File: config.mk
export PLATFORM = sky130hd
export DESIGN_NAME = sobel_edge
export DESIGN_NICKNAME = d
export VERILOG_FILES = /design/src/rtl/sobel_edge.sv
export SDC_FILE = /design/constraint.sdc
export NUM_CORES = 1
export LEC_CHECK = 0
export CAP_MARGIN = 40
export CORE_MARGIN = 1
export CORE_UTILIZATION = 44
export CTS_BUF_LIST = sky130_fd_sc_hd__clkbuf_8
export DETAILED_ROUTE_END_ITERATION = 12
export PLACE_DENSITY_LB_ADDON = 0.08
export SYNTH_ARGS = -nofsm -noshare
export SYNTH_HDL_FRONTEND = slang
export SYNTH_SLANG_ARGS = --single-unit
File: constraint.sdc
create_clock -name clk -period 6.75 [get_ports clk]
set_input_delay 1.35 -clock clk [delete_from_list [all_inputs] [get_ports clk]]
set_output_delay 1.35 -clock clk [all_outputs]
set_load 0.005 [all_outputs]
File: src/rtl/sobel_edge.sv
// sobel_edge: three-stage 3x3 Sobel gradient magnitude with raster border/eol/eof tracking.
// Optional build macro: SOBEL_BINARY_EN (binarise output against the threshold port).
module sobel_edge #(
    parameter int unsigned DATA_WIDTH = 8,
    parameter int unsigned IMG_WIDTH  = 640,
    parameter int unsigned IMG_HEIGHT = 480
) (
    input  logic                      clk,
    input  logic                      rst,
    input  logic                      win_valid,
    input  logic [9*DATA_WIDTH-1:0]   win_data,
    output logic                      win_ready,
    input  logic [DATA_WIDTH-1:0]     threshold,
    output logic                      pix_valid,
    output logic [DATA_WIDTH-1:0]     pix_out,
    output logic                      pix_eol,
    output logic                      pix_eof,
    input  logic                      pix_ready
);

    localparam int unsigned GW = DATA_WIDTH + 3;
    localparam int unsigned CW = (IMG_WIDTH  > 1) ? $clog2(IMG_WIDTH)  : 1;
    localparam int unsigned RW = (IMG_HEIGHT > 1) ? $clog2(IMG_HEIGHT) : 1;
    localparam logic [CW-1:0] COL_LAST = CW'(IMG_WIDTH - 1);
    localparam logic [RW-1:0] ROW_LAST = RW'(IMG_HEIGHT - 1);
    localparam logic [DATA_WIDTH-1:0] PIX_MAX = '1;

    logic [DATA_WIDTH-1:0] w [9];
    logic                  en;
    logic                  acc;
    logic [CW-1:0]         col;
    logic [RW-1:0]         row;
    logic                  col_last;
    logic                  row_last;

    logic [GW-1:0]         pos_x, neg_x, pos_y, neg_y;
    logic signed [GW-1:0]  gx_c, gy_c;
    logic [GW-1:0]         abs_x, abs_y, mag_c;
    logic [DATA_WIDTH-1:0] sat_c, pix_next;

    logic                  s1_v, s1_border, s1_eol, s1_eof;
    logic signed [GW-1:0]  s1_gx, s1_gy;
    logic                  s2_v, s2_border, s2_eol, s2_eof;
    logic [GW-1:0]         s2_mag;

    // Unpack the flattened window into raster-ordered pixels
    always_comb begin
        for (int k = 0; k < 9; k++) begin
            w[k] = win_data[k*DATA_WIDTH +: DATA_WIDTH];
        end
    end

    // Global stall: everything freezes while an output pixel is refused
    assign en        = !(pix_valid && !pix_ready);
    assign win_ready = en;
    assign acc       = win_valid && en;
    assign col_last  = (col == COL_LAST);
    assign row_last  = (row == ROW_LAST);

    // Raster position of the next accepted window centre
    always_ff @(posedge clk or negedge rst) begin
        if (!rst) begin
            col <= '0;
            row <= '0;
        end else if (acc) begin
            if (col_last) begin
                col <= '0;
                row <= row_last ? '0 : row + RW'(1);
            end else begin
                col <= col + CW'(1);
            end
        end
    end

    // Horizontal and vertical Sobel kernels, operands zero-extended to GW bits
    always_comb begin
        pos_x = GW'(w[2]) + (GW'(w[5]) << 1) + GW'(w[8]);
        neg_x = GW'(w[0]) + (GW'(w[3]) << 1) + GW'(w[6]);
        pos_y = GW'(w[6]) + (GW'(w[7]) << 1) + GW'(w[8]);
        neg_y = GW'(w[0]) + (GW'(w[1]) << 1) + GW'(w[2]);
        gx_c  = signed'(pos_x - neg_x);
        gy_c  = signed'(pos_y - neg_y);
    end

    // Stage 1: gradients plus position flags captured at accept
    always_ff @(posedge clk or negedge rst) begin
        if (!rst) begin
            s1_v      <= 1'b0;
            s1_gx     <= '0;
            s1_gy     <= '0;
            s1_border <= 1'b0;
            s1_eol    <= 1'b0;
            s1_eof    <= 1'b0;
        end else if (en) begin
            s1_v      <= acc;
            s1_gx     <= gx_c;
            s1_gy     <= gy_c;
            s1_border <= acc && (col == '0 || col_last || row == '0 || row_last);
            s1_eol    <= acc && col_last;
            s1_eof    <= acc && col_last && row_last;
        end
    end

    // |gx| + |gy|; the largest possible sum still fits in GW unsigned bits
    always_comb begin
        abs_x = s1_gx[GW-1] ? unsigned'(-s1_gx) : unsigned'(s1_gx);
        abs_y = s1_gy[GW-1] ? unsigned'(-s1_gy) : unsigned'(s1_gy);
        mag_c = abs_x + abs_y;
    end

    // Stage 2: magnitude
    always_ff @(posedge clk or negedge rst) begin
        if (!rst) begin
            s2_v      <= 1'b0;
            s2_mag    <= '0;
            s2_border <= 1'b0;
            s2_eol    <= 1'b0;
            s2_eof    <= 1'b0;
        end else if (en) begin
            s2_v      <= s1_v;
            s2_mag    <= mag_c;
            s2_border <= s1_border;
            s2_eol    <= s1_eol;
            s2_eof    <= s1_eof;
        end
    end

    // Saturate, optionally binarise, and blank the frame border
    always_comb begin
        sat_c = (s2_mag > GW'(PIX_MAX)) ? PIX_MAX : s2_mag[DATA_WIDTH-1:0];
`ifdef SOBEL_BINARY_EN
        pix_next = (sat_c >= threshold) ? PIX_MAX : '0;
`else
        pix_next = sat_c;
`endif
        if (s2_border) begin
            pix_next = '0;
        end
    end

`ifndef SOBEL_BINARY_EN
    logic unused_threshold;
    assign unused_threshold = ^threshold;
`endif

    // Stage 3: registered output pixel and side-band flags
    always_ff @(posedge clk or negedge rst) begin
        if (!rst) begin
            pix_valid <= 1'b0;
            pix_out   <= '0;
            pix_eol   <= 1'b0;
            pix_eof   <= 1'b0;
        end else if (en) begin
            pix_valid <= s2_v;
            pix_out   <= pix_next;
            pix_eol   <= s2_eol;
            pix_eof   <= s2_eof;
        end
    end

endmodule
==> impl_results.md, run 1 <==
- Status: completed
- Htree depth: 3
- Area of the mapped netlist: approximately 0.0061 mm²
- CTS tree: yes
- CTS max path bufs: 2
- Main flop type after synthesis: dfrtp_1
- Resized cells post-CTS: 0
- Sequential Power Share: about a quarter
- Syn_nets: between 800 and 900
- Num rows: 42
- Residual DRC: 0
- Remaining global-route overflow: 0
- Fin nets: 930
- Average via count per standard cell: slightly below 5
- Fin. max-slew vios: 0
- Leakage: 3.54 nW
- Logic gate share of total power: 65.1%
- I/O Pins: 96
- Fin crit share: between 70% and 80%
- Hold Path Stages: 1
- Total Routed Length: ~11 mm
- Die Wd: around 120 µm
- Net Sw Power: 1.37 mW
- Hold-fix buffers, CTS: 0
- Worst slew margin: between 40 and 50%
- CP startpoint kind: primary input
- Count of cell types in the netlist: 54
- CTS clk-pin slew, worst paths: about 80 ps
- Setup Buffers After CTS: 0
- Max-Cap Viols: 0
- Clock Latency Late Sink: approximately 360 ps
- Antenna cells: 0
- Core area: around 0.013 mm²
- First-pass GRT wire length: 19.5 mm
- Root Buffer: clkbuf_8
- Drt first-iter violations: 128
- Clock skew: between 10 and 15 ps
- Critical path arrival: ~5300 ps
- Critical Path RT: approximately 7000 ps
- Tot Pwr: 3.11 mW
- Cells after Synth: 667
- HP Class: register to register
- Starting density of the core: 45.7%
- Largest net degree at the start of global routing: 67
- Routability cong.: 0.784
- Peak supply drop: 241 µV
- Minimum clock period: 4990 ps
- CP Class: primary input to register
- CTS Sinks: about 70
- Clk network pwr share: between 10% and 20%
- Seq/Total Area, Yosys: 29.0%
- Post-synth ARST share: 100%
- Setup TNS: 0 ps
- Initial antenna violation count: 0
- FMAX: 200 MHz
- Detailed Place HPWL: about 9 mm
- Net Sw Frac: a little over two fifths
- Critical path endpoint category: register
- Final setup violation count: 0
- Fin. Hold Viols: 0
- Layout area overhead: 18.9%
- #FFs+latches synth: 71
- Synth area leader: dfrtp_1
- PD cells: about 430 mW/mm²
- Synthesis Warnings: 0
- Worst slew pin tran: between 800 and 900 ps
- WL/cell: roughly 12 µm
- Number of global-route vias before repair: between 4000 and 5000
- Pre-Repair DR Iteration Count: 4
- Top cell type's share of synthesized area: between 20 and 30%
- RSZ-0062 raised after global routing: no
- Post-synth EDFFs: 0
- Synth area leaders: dfrtp_1 (29%), fa_1 (21%), inv_1 (8.7%)
- Die Span Y: ~120 µm
- Routed vias: between 4000 and 5000
- Antenna-violating nets left: 0
- Depth of the worst register-to-register path: 10
- Tot GR Track Use: 16.6%
- PortBufs: 79
- Layout cells sized above 1: roughly 3.3%
- Crit path max fanout: 3
- Mean Syn Cell Area: 9.18 µm²
- Die area: between 0.01 and 0.015 mm²
- Number of CTS-inserted buffers: 9
- Pint: 1.74 mW
[cell usage in the layout, fill, tap and decap left out, types with 2 or more instances in the layout]
master	n
inv_1	143
nand2_1	79
clkdlybuf4s50_1	78
dfrtp_1	71
fa_1	63
ha_1	40
xnor2_1	35
o21ai_0	34
nor2_1	32
a21oi_1	25
o31ai_1	13
xor2_1	13
nand2b_1	11
clkbuf_8	10
nor3_1	9
nand3_1	7
a21o_1	7
o21ai_1	7
nor4_1	6
nand4_1	5
o21bai_1	5
o41ai_1	4
a211oi_1	3
a211o_1	3
a31oi_1	3
nor3b_1	2
o21a_1	2
or3_1	2
and3_1	2
nor4b_1	2
a2111oi_0	2
clkinv_4	2
clkinv_2	2
buf_4	2
[power groups by stage]
| stage | clock, mW | sequential, mW | combinational (mW) |
|---|---|---|---|
| 2_1_floorplan | 0 | 0.701 | 1.63 |
| 3_3_place_gp | 0 | 0.741 | 2.01 |
| 3_5_place_dp | 0 | 0.751 | 2.05 |
| 4_1_cts | 0.354 | 0.742 | 2.06 |
| 5_1_grt | 0.368 | 0.765 | 2.33 |
| 6_report | 0.340 | 0.744 | 2.02 |
[registers in the layout, summed over array words and instances (netlist names), 8 cells and up]
| register | flops |
|---|---|
| row | 9 |
| pix_out | 8 |
| col | 10 |
| s1_gy | 11 |
| s1_gx | 11 |
| s2_mag | 11 |
[routing by layer]
| metal | share of wire [%] | track usage (%) | vias to the layer above | routed length, µm |
|---|---|---|---|---|
| met4 | 0.96 | 3.98 | 0 | 106 |
| met3 | 3.1 | 3.33 | 12 | 337 |
| met1 | 47 | 21.8 | 2198 | 5130 |
| li1 | - | - | 2274 | - |
| met2 | 49 | 28.1 | 59 | 5420 |
| met5 | 0 | 0 | - | 0 |
[synth_stat cells (all sizes together), types with 2 or more instances]
library cell,number
xnor2,35
nand2b,11
nor4b,3
nor3,9
clkbuf,13
nand2,79
a211o,3
a211oi,3
or3,3
xor2,13
nor2b,2
and3,2
nand3,7
a31oi,3
o21bai,5
o21ai,41
buf,4
inv,143
a21oi,25
nor3b,2
dfrtp,71
ha,40
a21o,7
o31ai,13
nor2,32
o21a,2
nand4,5
fa,63
a2111oi,2
o41ai,4
nor4,6
[worst paths after layout]
path	startpoint	end	slack, ps
max in group asynchronous	rst	s1_gy[10]	5240
hold / removal	s2_v	pix_valid	460
setup / recovery	win_data[2]	s1_gx[10]	1760
hold reg to reg	s2_v	pix_valid	460
min in group asynchronous	rst	pix_out[1]	960
setup reg to reg	s1_gx[0]	s2_mag[9]	3760
[layout make-up]
type / instances / area, µm²
repair buffers: 82 / 828
fillers: 1259 / 6120
clock inverters: 6 / 61.3
well taps: 176 / 220
clock buffers: 10 / 138
multi-input cells: 436 / 3720
inverters: 143 / 537
flip-flops and latches: 71 / 1780
[cell families after synthesis]
family	share of synthesized area (%)
DFF	29.0
and+or+nand+nor	12.8
buffers and inverters	10.3
adders and majority gates	28.8
AOI/OAI and AO/OA	11.9
xor gates and xnor gates	6.87
muxes	0.347
[metrics by stage]
stage	instance area [µm²]	setup slack (ps)	cells	hold WS (ps)	utilization, %
floorplan	6120	2170	667	430	-
global placement	7060	1420	907	440	52.7
detailed placement	7080	1330	908	447	52.9
CTS	7280	1710	924	466	54.3
global route	7280	1480	924	501	54.3
finish	7280	1760	924	463	54.3
[critical path, stage by stage]
cell             delay, ps
clkdlybuf4s50_1        450
inv_1                   80
fa_1                   510
fa_1                   540
inv_1                   50
fa_1                   530
inv_1                   70
ha_1                   290
a21o_1                 150
a21oi_1                290
o21ai_0                130
and3_1                 210
a2111oi_0              460
a211o_1                160
(Power assumes the default switching activity.)
==> run 2, diff against run 1 <==
- clock period: 6.75 -> 4 ns (I/O delays scaled with it)
==> impl_results.md, run 2 (synthesis results as in run 1) <==
- FMAX: about 250 MHz
- Fin crit share: 98.3%
- Setup WS post-layout: 69.1 ps (was 1760 ps)
- Logic gate share of total power: 69.6% (was 65.1%)
- Detailed Place HPWL: 9.53 mm (was 8.97 mm)
- Dpl ws: -689 ps (was 1330 ps)
- Residual DRC: 0 (unchanged)
- Htree depth: 3 (unchanged)
- Core area: 0.0134 mm² (unchanged)
- Fin nets: 973 (was 930)
- Routed vias: 4740 (was 4543)
- CTS Sinks: 71 (unchanged)
- Clock Latency Late Sink: 360 ps (about the same)
- Placed instance area: 0.00735 mm² (was 0.00708 mm²)
- WL/cell: 12.3 µm (was 11.9 µm)
- Root Buffer: clkbuf_8 (unchanged)
- Leakage: 3.92 nW (was 3.54 nW)
- CP Class: primary input to register (unchanged)
- Average via count per standard cell: 4.90 (was 4.92)
- Net Sw Power: 2.58 mW (was 1.37 mW)
- Antenna-violating nets left: 0 (unchanged)
- First-pass GRT wire length: 20.6 mm (was 19.5 mm)
- Number of CTS-inserted buffers: 9 (unchanged)
- Layout cells sized above 1: 16.8% (was 3.34%)
- Clock skew: 9.85 ps (was 12.4 ps)
- Peak supply drop: 404 µV (was 241 µV)
- Critical path endpoint category: register (unchanged)
- CTS max path bufs: 2 (unchanged)
- PD cells: 763 mW/mm² (was 427 mW/mm²)
- Pint: 3.40 mW (was 1.74 mW)
- Antenna cells: 0 (unchanged)
- Worst slew pin tran: 686 ps (was 829 ps)
- I/O Pins: 96 (unchanged)
- Setup TNS: 0 ps (unchanged)
- CTS clk-pin slew, worst paths: 80 ps (about the same)
- Pre-Repair DR Iteration Count: 6 (was 4)
- Minimum clock period: approximately 3900 ps
- Tot Pwr: 5.98 mW (was 3.11 mW)
- Total Routed Length: 11.9 mm (was 11.0 mm)
- Initial antenna violation count: 0 (unchanged)
- Crit path max fanout: 3 (unchanged)
- Largest net degree at the start of global routing: 42 (was 67)
- HP Class: register to register (unchanged)
- Layout area overhead: 27.9% (was 18.9%)
- Die Wd: 120 µm (unchanged)
- Critical path arrival: 4170 ps (was 5280 ps)
- Max-Cap Viols: 0 (unchanged)
- WHS: 463 ps (about the same)
- Tot GR Track Use: 17.5% (was 16.6%)
- Remaining global-route overflow: 0 (unchanged)
- Fin. Hold Viols: 0 (unchanged)
- Number of global-route vias before repair: 4955 (was 4610)
- Clk network pwr share: 9.6% (was 11.0%)
- CP startpoint kind: primary input (unchanged)
- Fin. max-slew vios: 0 (unchanged)
- Starting density of the core: 45.7% (unchanged)
- Drt first-iter violations: 175 (was 128)
- Routability cong.: 0.816 (was 0.784)
- Status: completed (unchanged)
- Commonest non-fill, non-tap cell in the layout: inv_1 (unchanged)
- Largest regs: s1_gx: 11 flops, s1_gy: 11 flops, s2_mag: 11 flops (unchanged)
- Final instance area: 0.00783 mm² (was 0.00728 mm²)
- Critical Path RT: 4230 ps (was 7040 ps)
- Num rows: 42 (unchanged)
- CTS tree: yes (unchanged)
- Net Sw Frac: 43.2% (was 44.0%)
- Commonest cells after routing, fill and taps aside: inv_1 (112), nand2_1 (79), dfrtp_1 (71) (was inv_1 (143), nand2_1 (79), clkdlybuf4s50_1 (78))
- Final setup violation count: 0 (unchanged)
- Worst slew margin: 54.3% (was 44.3%)
- PortBufs: 79 (unchanged)
- Die Span Y: 120 µm (unchanged)
- Sequential Power Share: 20.9% (was 23.9%)
- Die area: 0.0144 mm² (unchanged)
run 2: cell count changes in the layout (fill, tap and decap cells not counted), moves of 6 or more:
cell	previous run	this run
fa_2	0	6
dlymetal6s2s_1	0	23
fa_1	63	57
o21ai_0	34	27
inv_1	143	112
a21oi_1	25	19
inv_2	1	31
ha_4	0	7
buf_4	2	45
dlygate4sd2_1	0	11
clkdlybuf4s50_1	78	42
a21oi_2	0	6
ha_1	40	28
run 2: power by group through the flow:
stage	sequential [mW]	combinational (mW)	clock (mW)
floorplan	1.18	2.76	0
global placement	1.25	3.71	0
detailed placement	1.26	3.80	0
CTS	1.25	3.97	0.591
global route	1.29	4.71	0.617
finish	1.25	4.16	0.573
run 2: path summary, 6_finish.rpt:
kind,slack (ps),endpoint,startpoint,depth (start not counted)
max in group asynchronous,2530,col[9],rst,2
worst max-delay path,70,s1_gx[7],win_data[40],14
worst min-delay path,460,s2_v,s2_v,2
min in group asynchronous,480,s1_gy[1],rst,1
worst max register to register,1040,s2_mag[9],s1_gx[1],10
worst min register to register,460,s2_v,s2_v,2
run 2: repair_timing:
item,CTS,global route
gates cloned,0,0
pin swaps,48,62
endpoints found under the setup margin,11,10
setup buffers,2,3
resized for setup,47,69
hold buffers,0,0
run 2: final cells by class:
type	instances	area, µm²
fillers	1185	5570
multi-input cells	436	3940
flip-flops and latches	71	1780
repair buffers	125	1170
inverters	143	537
well taps	176	220
clock buffers	9	124
clock inverters	7	73.8
run 2: critical path, cell delays in order:
cell             delay, ps
clkdlybuf4s50_1        460
inv_1                   40
fa_1                   440
ha_1                   310
inv_2                   40
fa_1                   480
ha_4                   190
fa_2                   330
a21o_1                 200
a21oi_2                220
o21bai_1               130
a21oi_2                150
xor2_1                 270
o21ai_1                110
run 2: per-layer routing:
layer | part of all wire, % | wire length [µm] | up-vias | GRT usage, %
li1 | - | - | 2355 | -
met1 | 45 | 5390 | 2311 | 22.1
met2 | 50 | 5980 | 62 | 30.6
met3 | 3.4 | 408 | 12 | 3.90
met4 | 1.1 | 129 | 0 | 3.75
met5 | 0 | 0 | - | 0
run 2: per-stage QoR:
| stage | utilization (%) | std cells |
|---|---|---|
| detailed placement | 54.9 | 946 |
| global route | 58.5 | 967 |
| CTS | 57.0 | 964 |
| finish | 58.5 | 967 |
| global placement | 54.8 | 945 |
| floorplan | - | 667 |
